**config.mk**
```make
export PLATFORM = sky130hd
export DESIGN_NAME = mem_ctrl
export DESIGN_NICKNAME = d
export VERILOG_FILES = /design/src/rtl/mem_ctrl.sv
export SDC_FILE = /design/constraint.sdc
export NUM_CORES = 1
export LEC_CHECK = 0
export CAP_MARGIN = 20
export CORE_ASPECT_RATIO = 0.9
export CORE_MARGIN = 1
export CORE_UTILIZATION = 45
export CTS_CLUSTER_DIAMETER = 60
export CTS_CLUSTER_SIZE = 24
export DETAILED_ROUTE_END_ITERATION = 12
export HOLD_SLACK_MARGIN = 0.15
export PLACE_DENSITY = 0.73
export SETUP_SLACK_MARGIN = 0.3
export SLEW_MARGIN = 10
export SYNTH_ARGS = -nofsm -noshare
export SYNTH_HDL_FRONTEND = slang
export SYNTH_SLANG_ARGS = --single-unit
```
**constraint.sdc**
```tcl
create_clock -name clk -period 3.8 [get_ports clk]
set_input_delay 0.95 -clock clk [delete_from_list [all_inputs] [get_ports clk]]
set_output_delay 0.95 -clock clk [all_outputs]
set_load 0.01 [all_outputs]
```
**src/rtl/mem_ctrl.sv**
```systemverilog
// mem_ctrl: byte-serial RAM/IO responder for instruction fetches and 1/2/4-byte loads/stores.
// Optional feature macro IO_WRITE_GAP_EN: two idle cycles follow every IO-region write byte.
module mem_ctrl #(
    parameter logic [1:0] IO_ADDR_HI = 2'b11
) (
    input  logic        clk,
    input  logic        rst,
    input  logic        rdy,
    input  logic        if_enable,
    input  logic [31:0] if_addr,
    input  logic        jump_flush,
    output logic        if_finished,
    output logic [31:0] if_inst,
    output logic        if_busy,
    input  logic        mem_enable,
    input  logic        mem_wr,
    input  logic [31:0] mem_addr,
    input  logic [1:0]  mem_len,
    input  logic [31:0] mem_wdata,
    output logic        mem_finished,
    output logic [31:0] mem_rdata,
    output logic        mem_busy,
    input  logic        io_buffer_full,
    input  logic [7:0]  ram_din,
    output logic [7:0]  ram_dout,
    output logic [31:0] ram_a,
    output logic        ram_wr
);
    localparam int unsigned AW = 32;
    localparam int unsigned DW = 32;
    localparam int unsigned BW = 8;
    localparam int unsigned CW = 3;
    localparam int unsigned GW = 2;

    typedef enum logic [2:0] {
        IDLE   = 3'd0,
        IF_RD  = 3'd1,
        MEM_RD = 3'd2,
        MEM_WR = 3'd3,
        DONE   = 3'd4
    } state_t;

    state_t        state_q, state_d;
    logic [CW-1:0] cnt_q, cnt_d;
    logic [CW-1:0] n_q, n_d;
    logic [GW-1:0] gap_q, gap_d;
    logic [AW-1:0] base_q, base_d;
    logic [DW-1:0] wdata_q, wdata_d;
    logic [DW-1:0] buf_q, buf_d;

    logic          if_finished_d, mem_finished_d;
    logic          if_busy_d, mem_busy_d;
    logic [DW-1:0] if_inst_d, mem_rdata_d;
    logic [AW-1:0] ram_a_d;
    logic [BW-1:0] ram_dout_d;
    logic          ram_wr_d;

    logic [AW-1:0] wr_addr_c;
    logic [DW-1:0] wr_src_c;
    logic [BW-1:0] wr_byte_c;
    logic          wr_io_c, wr_stall_c, try_wr_c;
    logic [1:0]    rd_idx_c;

    function automatic logic [CW-1:0] len_bytes(input logic [1:0] len);
        return len[1] ? CW'(4) : (len[0] ? CW'(2) : CW'(1));
    endfunction

    // Next write byte: taken straight from the request when accepting in IDLE
    assign wr_addr_c  = ((state_q == IDLE) ? mem_addr : base_q) + AW'(cnt_q);
    assign wr_src_c   = (state_q == IDLE) ? mem_wdata : wdata_q;
    assign wr_byte_c  = BW'(wr_src_c >> {cnt_q[1:0], 3'b000});
    assign wr_io_c    = (wr_addr_c[17:16] == IO_ADDR_HI);
    assign wr_stall_c = wr_io_c && io_buffer_full;
    assign rd_idx_c   = 2'(cnt_q - CW'(2));

    always_comb begin
        state_d        = state_q;
        cnt_d          = cnt_q;
        n_d            = n_q;
        gap_d          = gap_q;
        base_d         = base_q;
        wdata_d        = wdata_q;
        buf_d          = buf_q;
        if_finished_d  = 1'b0;
        mem_finished_d = 1'b0;
        if_inst_d      = if_inst;
        mem_rdata_d    = mem_rdata;
        ram_a_d        = '0;
        ram_dout_d     = '0;
        ram_wr_d       = 1'b0;
        try_wr_c       = 1'b0;

        unique case (state_q)
            IDLE: begin
                if (mem_enable) begin
                    base_d  = mem_addr;
                    n_d     = len_bytes(mem_len);
                    wdata_d = mem_wdata;
                    buf_d   = '0;
                    if (mem_wr) begin
                        state_d  = MEM_WR;
                        try_wr_c = 1'b1;
                    end else begin
                        state_d = MEM_RD;
                        ram_a_d = mem_addr;
                        cnt_d   = CW'(1);
                    end
                end else if (if_enable) begin
                    base_d  = if_addr;
                    n_d     = CW'(4);
                    buf_d   = '0;
                    state_d = IF_RD;
                    ram_a_d = if_addr;
                    cnt_d   = CW'(1);
                end
            end
            IF_RD, MEM_RD: begin
                if (state_q == IF_RD && jump_flush) begin
                    state_d = IDLE;
                    cnt_d   = '0;
                end else begin
                    // cnt_q is the current cycle number; RAM returns data two cycles after the address
                    cnt_d = cnt_q + CW'(1);
                    if (cnt_q < n_q) begin
                        ram_a_d = base_q + AW'(cnt_q);
                    end
                    if (cnt_q >= CW'(2)) begin
                        buf_d[{rd_idx_c, 3'b000} +: BW] = ram_din;
                    end
                    if (cnt_q == n_q + CW'(1)) begin
                        state_d = DONE;
                        cnt_d   = '0;
                        if (state_q == IF_RD) begin
                            if_finished_d = 1'b1;
                            if_inst_d     = buf_d;
                        end else begin
                            mem_finished_d = 1'b1;
                            mem_rdata_d    = buf_d;
                        end
                    end
                end
            end
            MEM_WR: begin
                if (gap_q != '0) begin
                    gap_d = gap_q - GW'(1);
                end else if (cnt_q == n_q) begin
                    state_d        = DONE;
                    cnt_d          = '0;
                    mem_finished_d = 1'b1;
                end else begin
                    try_wr_c = 1'b1;
                end
            end
            DONE: begin
                state_d = IDLE;
            end
            default: begin
                state_d = IDLE;
                cnt_d   = '0;
            end
        endcase

        // Issue one write byte unless the IO buffer is full; the counter only moves on issue
        if (try_wr_c && !wr_stall_c) begin
            ram_a_d    = wr_addr_c;
            ram_dout_d = wr_byte_c;
            ram_wr_d   = 1'b1;
            cnt_d      = cnt_q + CW'(1);
`ifdef IO_WRITE_GAP_EN
            if (wr_io_c) begin
                gap_d = GW'(2);
            end
`endif
        end

        if_busy_d  = (state_d == IF_RD);
        mem_busy_d = (state_d == MEM_RD) || (state_d == MEM_WR);
    end

    always_ff @(posedge clk or negedge rst) begin
        if (!rst) begin
            state_q      <= IDLE;
            cnt_q        <= '0;
            n_q          <= '0;
            gap_q        <= '0;
            base_q       <= '0;
            wdata_q      <= '0;
            buf_q        <= '0;
            if_finished  <= 1'b0;
            mem_finished <= 1'b0;
            if_busy      <= 1'b0;
            mem_busy     <= 1'b0;
            if_inst      <= '0;
            mem_rdata    <= '0;
            ram_a        <= '0;
            ram_dout     <= '0;
            ram_wr       <= 1'b0;
        end else if (rdy) begin
            state_q      <= state_d;
            cnt_q        <= cnt_d;
            n_q          <= n_d;
            gap_q        <= gap_d;
            base_q       <= base_d;
            wdata_q      <= wdata_d;
            buf_q        <= buf_d;
            if_finished  <= if_finished_d;
            mem_finished <= mem_finished_d;
            if_busy      <= if_busy_d;
            mem_busy     <= mem_busy_d;
            if_inst      <= if_inst_d;
            mem_rdata    <= mem_rdata_d;
            ram_a        <= ram_a_d;
            ram_dout     <= ram_dout_d;
            ram_wr       <= ram_wr_d;
        end else begin
            ram_wr <= 1'b0;
        end
    end

endmodule
```
# After elaboration in Yosys (flattened, before gate mapping)
# Cells that the tools add are included.
op_classes:
  add_sub_neg: 7
  mul: 0
  div: 0
  n_lt_le_gt_ge: 2
  n_eq_ne: 17
  shift: 3
  n_mux: 56
  n_bitwise: 2
  reduce_logical: 17
op_table:
  columns: ["operator", "count"]
  rows:
  - ["32-bit 2-to-1 mux", 14]
  - ["32-bit one-hot mux with 2 select lines", 2]
  - ["32-bit by 3-bit adder with 32-bit output", 2]
  - ["3-bit 2-to-1 mux", 17]
  - ["32-bit bitwise mux", 1]
  - ["8-bit by 7-bit variable shift with 32-bit output (first input constant)", 1]
  - ["8-bit by 7-bit variable part select with 32-bit output", 1]
  - ["32-bit by 5-bit right shift with 8-bit output", 1]
  - ["1-bit 2-to-1 mux", 16]
  - ["3-bit by 2-bit equality test with 1-bit output (second input constant)", 4]
  - ["3-bit one-hot mux with 4 select lines", 1]
  - ["5-bit AND reduction", 2]
  - ["3-bit inequality test (second input constant)", 3]
  - ["3-bit one-hot mux with 3 select lines", 1]
  - ["3-bit AND reduction", 3]
  - ["8-bit 2-to-1 mux", 1]
  - ["4-bit by 3-bit inequality test with 1-bit output (second input constant)", 2]
  - ["5-bit negation with 7-bit output", 1]
  - ["3-bit by 1-bit adder with 3-bit output (second input constant)", 2]
  - ["3-bit by 1-bit equality test with 1-bit output (second input constant)", 2]
  - ["3-bit equality test", 2]
  - ["6-bit AND reduction", 1]
  - ["2-bit nonzero test", 3]
  - ["2-bit inequality test (second input constant)", 2]
  - ["other kinds (15)", 19]
word_totals:
  register_bits: 216
  latch_bits: 0
  ram_bits: 0
  mem_bits_ro: 0
  inputBits: 114
  out_inout_bits: 109
  mem_count: 0

# Logic depth before layout (Yosys ltp)
logic_depth:
  depth_word: 9
  depth_mapped: 20
  depth_no_buf: 12

# Worst setup path after synthesis
# Ideal clock, no wire load.
synth_path:
  path_kind: "reg-to-reg"
  startpoint: "reg state_q[0]"
  endpoint: "reg ram_a[1]"
  setup_ns: 0.136
  arrival_ns: 3.976
  slack_ns: -0.312
  stages_incl_launch_ff: 20
  path_buffers: 8
  period_less_slack_ns: 4.112
  cell_sequence: "dfrtp_1 -> buf_2 -> or3_1 -> buf_2 -> buf_2 -> buf_2 -> clkbuf_1 -> clkbuf_1 -> nand2_1 -> nand2_1 -> ha_1 -> fa_1 -> a21o_1 -> clkbuf_1 -> o2111a_1 -> o221ai_2 -> o31a_1 -> buf_4 -> a222oi_1 -> a21oi_1"
synth_via:
  elab_chain_cells: 8
  word_cells_on_any_way: 16
  cone_classes: "1 x add/sub; 4 x eq/ne; 5 x mux; 6 x reduce/logical"
synth_lines:
  columns: ["element", "line", "rtl"]
  rows:
  - ["start: declaration", "43", "state_t state_q, state_d;"]
  - ["start signal: assignment", "199", "state_q <= state_d;"]
  - ["3-bit logical NOT", "69, 93", null]
  - ["32-bit 2-to-1 mux", "69", "assign wr_addr_c = ((state_q == IDLE) ? mem_addr : base_q) + AW'(cnt_q);"]
  - ["32-bit by 3-bit adder with 32-bit output", "69", null]
  - ["2-bit equality test", "72", "assign wr_io_c = (wr_addr_c[17:16] == IO_ADDR_HI);"]
  - ["1-bit logical AND", "73", "assign wr_stall_c = wr_io_c && io_buffer_full;"]
  - ["1-bit logical NOT", "164", "if (try_wr_c && !wr_stall_c) begin"]
  - ["1-bit logical AND", "164", null]
  - ["32-bit 2-to-1 mux (*)", "164", null]
  - ["end signal: assignment", "212", "ram_a <= ram_a_d;"]
  - ["end: declaration", "26", "output logic [31:0] ram_a,"]
# Every way passes the cells marked *; elsewhere a longest branch is shown, timed or not.
# A chain may end at the register's enable or synchronous reset.

# Worst setup path after layout
layout_path:
  startpoint: "reg state_q[2]"
  endpoint: "reg ram_a[9]"
# The elaborated chain is that of the path after synthesis.

==> results.ini <==
[logic_synthesis]
synth_seq_cells = 216
yosysWarnings = 0
synthCells = 1269
synth_cell_types = 65
synthFlopType = dfrtp_1
seq_area_frac_synth_pct = 44.6
syn_area_per_cell_um2 = 9.55
synthesis.nets = 1402
synth_async_sr_flop_share_pct = 100
synthesis.area_um2 = 12100
synth_edf_count = 0

[die]
num_io_pins = 223
die_area_um2 = 27600
rows = 56
core-area_um2 = 26300
start_util_pct = 46.1
die_x_um = 175
chipHeight_um = 158

[drt]
vias = 10819
via_per_inst = 5.89
totalWireLength_um = 35700
post_drt_wl_per_cell_um = 19.5
drtAntennaViolNets = 0
route.detailed.drc = 0
drt_pass1_iterations = 6
drt_iter0_markers = 904

[sta]
maxSlewViolCount = 0
finalHoldViolCount = 0
setup_tns_ps = 0
period_share_pct = 87.5
finalCriticalPeriod_ps = 3330
fmax_ghz = 0.301
rsz0062_at_grt = no
finalSetupViolCount = 0
max_slew.worst_pin.slew_ps = 840
relSlewSlack_pct = 43.6
skew_ps = 22.6

[critical_path]
crit_type = reg -> reg
critical_path.max_stage_delay_ps = 560
cp.required_ps = 4250
crit_fanout = 20
start_kind = flip-flop
crit_arrival_ps = 3780
crit_top_cell = nand2_1
path_buf_inv = 1
cp_cell_sequence = or3_4 > nand2_1 > nand2_1 > ha_2 > fa_2 > a21o_1 > o2111a_1 > o221ai_2 > o31a_2 > buf_4 > o211ai_1 > a31oi_1
critPathSlowestCell = or3_4
cp-end-kind = flip-flop
crit_family = compound AO/OA/AOI/OAI gates

[cts]
clock_latency_ps = 530
cts_hold_buf = 0
ctsLongestPathBuffers = 3
clockRootBuffer = clkbuf_16
clkTransAtPathRegs_ps = 90
cts_tree = built
clock-sinks = 216
cts-htree-levels = 1
cts_buffers = 21

[power_and_ir_drop]
pwr-share-clk_pct = 24.4
power.leakage_nw = 6.69
sw_frac_of_total_pct = 37.6
power_density_nw_per_um2 = 597
intPower_mw = 5.81
p_sw_mw = 3.50
comb_power_share_pct = 38.6
seqPwrFrac_pct = 37.0
ir_worst_vdd_mv = 0.388

[placement]
dp_hpwl_um = 24700
portBuffers = 222
place_area_um2 = 14800
routabilityCongestion = 0.896

[cells_and_area]
syn_to_final_growth_pct = 28.7
utilization_pct = 59.3
fin_nets = 1604
finalInstanceArea_um2 = 15600
drive_gt1_share_pct = 10.5
nFillCells = 2267

[global_routing]
grt_pass1_wl_um = 57300
antenna_found_initial = 3
grt-ovfl-total = 0
grt_max_degree = 85
grt_usage_pct = 26.0
grt_pass1_vias = 10470

[run_status]
outcome = complete, no violations

[worst_hold_path]
hold_path.class = in -> async

[flow_run]
cap_violations = 0

==> cell usage after synthesis (3+ instances only) <==
cell / number / area share, %
o221ai_1: 12 / 0.87
inv_1: 19 / 0.59
o21ai_0: 80 / 3.3
mux2i_1: 52 / 4.3
a31oi_1: 10 / 0.52
a22o_1: 45 / 3.3
and2_1: 8 / 0.41
nand2_1: 145 / 4.5
clkbuf_1: 74 / 2.3
o21ai_1: 9 / 0.37
ha_1: 17 / 1.8
a21o_1: 5 / 0.31
o211ai_1: 8 / 0.50
nand3_1: 26 / 1.1
nor2_1: 96 / 3.0
buf_2: 9 / 0.37
nand4_1: 10 / 0.52
a211oi_1: 3 / 0.19
o31ai_1: 3 / 0.19
and4_1: 7 / 0.51
or3_1: 8 / 0.41
and3_1: 44 / 2.3
o2bb2ai_1: 5 / 0.36
xnor2_1: 40 / 2.9
a22oi_1: 28 / 1.7
nor2b_1: 7 / 0.36
mux2_2: 34 / 3.2
o22ai_1: 15 / 0.77
a221oi_1: 4 / 0.29
mux4_2: 16 / 3.0
nor3_1: 24 / 0.99
a21oi_1: 110 / 4.5
xor2_1: 25 / 1.8
nor4_1: 8 / 0.41
dfrtp_1: 216 / 45
buf_1: 3 / 0.093
nor3b_1: 4 / 0.25
or4_1: 3 / 0.19
==> final timing paths <==
check / start / end / slack [ps] / depth (start not counted)
worst max register to register: state_q[2]$_DFFE_PN0P_ / ram_a[9]$_DFFE_PN0P_ / 470 / 12
max in group asynchronous: rst / ram_a[25]$_DFFE_PN0P_ / 2400 / 2
min in group clk: if_inst[29]$_DFFE_PN0P_ / if_inst[29]$_DFFE_PN0P_ / 480 / 2
worst max-delay path: state_q[2]$_DFFE_PN0P_ / ram_a[9]$_DFFE_PN0P_ / 470 / 12
worst min register to register: if_inst[29]$_DFFE_PN0P_ / if_inst[29]$_DFFE_PN0P_ / 480 / 2
worst min-delay path: rst / if_inst[24]$_DFFE_PN0P_ / 400 / 1
==> worst reg2reg max path, cell delays in order, from the launching register on <==
cell and delay (ps):
dfrtp_1 380, or3_4 560, nand2_1 120, nand2_1 60, ha_2 190, fa_2 380, a21o_1 200, o2111a_1 180
o221ai_2 180, o31a_2 470, buf_4 260, o211ai_1 110, a31oi_1 170
==> per-layer routing <==
metal | part of all wire [%] | GRT usage (%) | vias to the layer above
li1 | - | - | 5047
met1 | 45 | 37.4 | 5287
met2 | 46 | 41.0 | 410
met3 | 6.0 | 3.27 | 75
met4 | 3.0 | 7.66 | 0
met5 | 0 | 0 | -
==> metrics by stage <==
stage                     power [mW]  worst slack [ps]  cells  hold WS (ps)
after CTS                       9.34               484   1832           439
after global placement          6.94               147   1795           460
after global routing            9.85               299   1836           459
final                           9.31               473   1836           400
after detailed placement        7.05              85.6   1795           470
after floorplan                 5.62              52.1   1269           466
==> layout make-up <==
cell class | count | area (um2) | area share, %
multi-input cells | 943 | 6310 | 40.5
flip-flops and latches | 216 | 5410 | 34.7
repair buffers | 268 | 2600 | 16.7
clock buffers | 22 | 539 | 3.46
well taps | 348 | 435 | 2.79
clock inverters | 15 | 209 | 1.34
inverters | 21 | 78.8 | 0.506
diodes | 3 | 7.51 | 0.0482
==> kinds of logic after synthesis <==
kind of cell             share of synthesized area (%)
AO/OA/AOI/OAI                                     18.8
XOR/XNOR                                          4.70
AND/OR/NAND/NOR                                   15.6
adder cells (fa/ha/maj)                           2.09
buffers and inverters                             3.63
multiplexers                                      10.5
flip-flops                                        44.6
==> flip-flops by register name (all words and copies together), names as in the netlist <==
signal,count
if_finished,1
ram_wr,1
gap_q,2
n_q,3
if_inst,32
mem_busy,1
mem_rdata,32
wdata_q,32
buf_q,32
ram_dout,8
mem_finished,1
ram_a,32
if_busy,1
base_q,32
state_q,3
cnt_q,3
==> cell usage in the layout (no fill, tap or decap), drive strengths merged, types with 7 or more instances in the layout <==
master	synthesis	routed
nand3	26	26
a22o	45	45
o211ai	10	10
a21oi	110	110
a22oi	28	28
clkbuf	74	22
and4	7	7
o21ai	89	89
mux2	34	34
xnor2	40	40
dfrtp	216	216
clkinv	2	7
o22ai	15	15
or3	8	8
and2	9	9
buf	15	49
nand2	146	146
nand4	10	10
inv	19	28
ha	17	17
clkdlybuf4s50	0	219
nor3	25	25
a31oi	10	10
nor2	96	96
mux2i	53	53
nor2b	7	7
and3	44	44
o221ai	13	13
nor4	9	9
xor2	25	25
mux4	16	16
==> what timing repair did <==
| item | CTS | global route |
|---|---|---|
| setup endpoints to repair | 0 | 4 |
| setup buffers | 0 | 0 |
| resized for setup | 0 | 1 |
==> power groups by stage <==
stage | sequential [mW] | clock (mW) | combinational, mW
2_1_floorplan | 3.42 | 0 | 2.20
3_3_place_gp | 3.45 | 0 | 3.49
3_5_place_dp | 3.48 | 0 | 3.57
4_1_cts | 3.44 | 2.31 | 3.58
5_1_grt | 3.53 | 2.39 | 3.93
6_report | 3.45 | 2.27 | 3.59
Note: power is estimated with default switching activity, not from simulation.
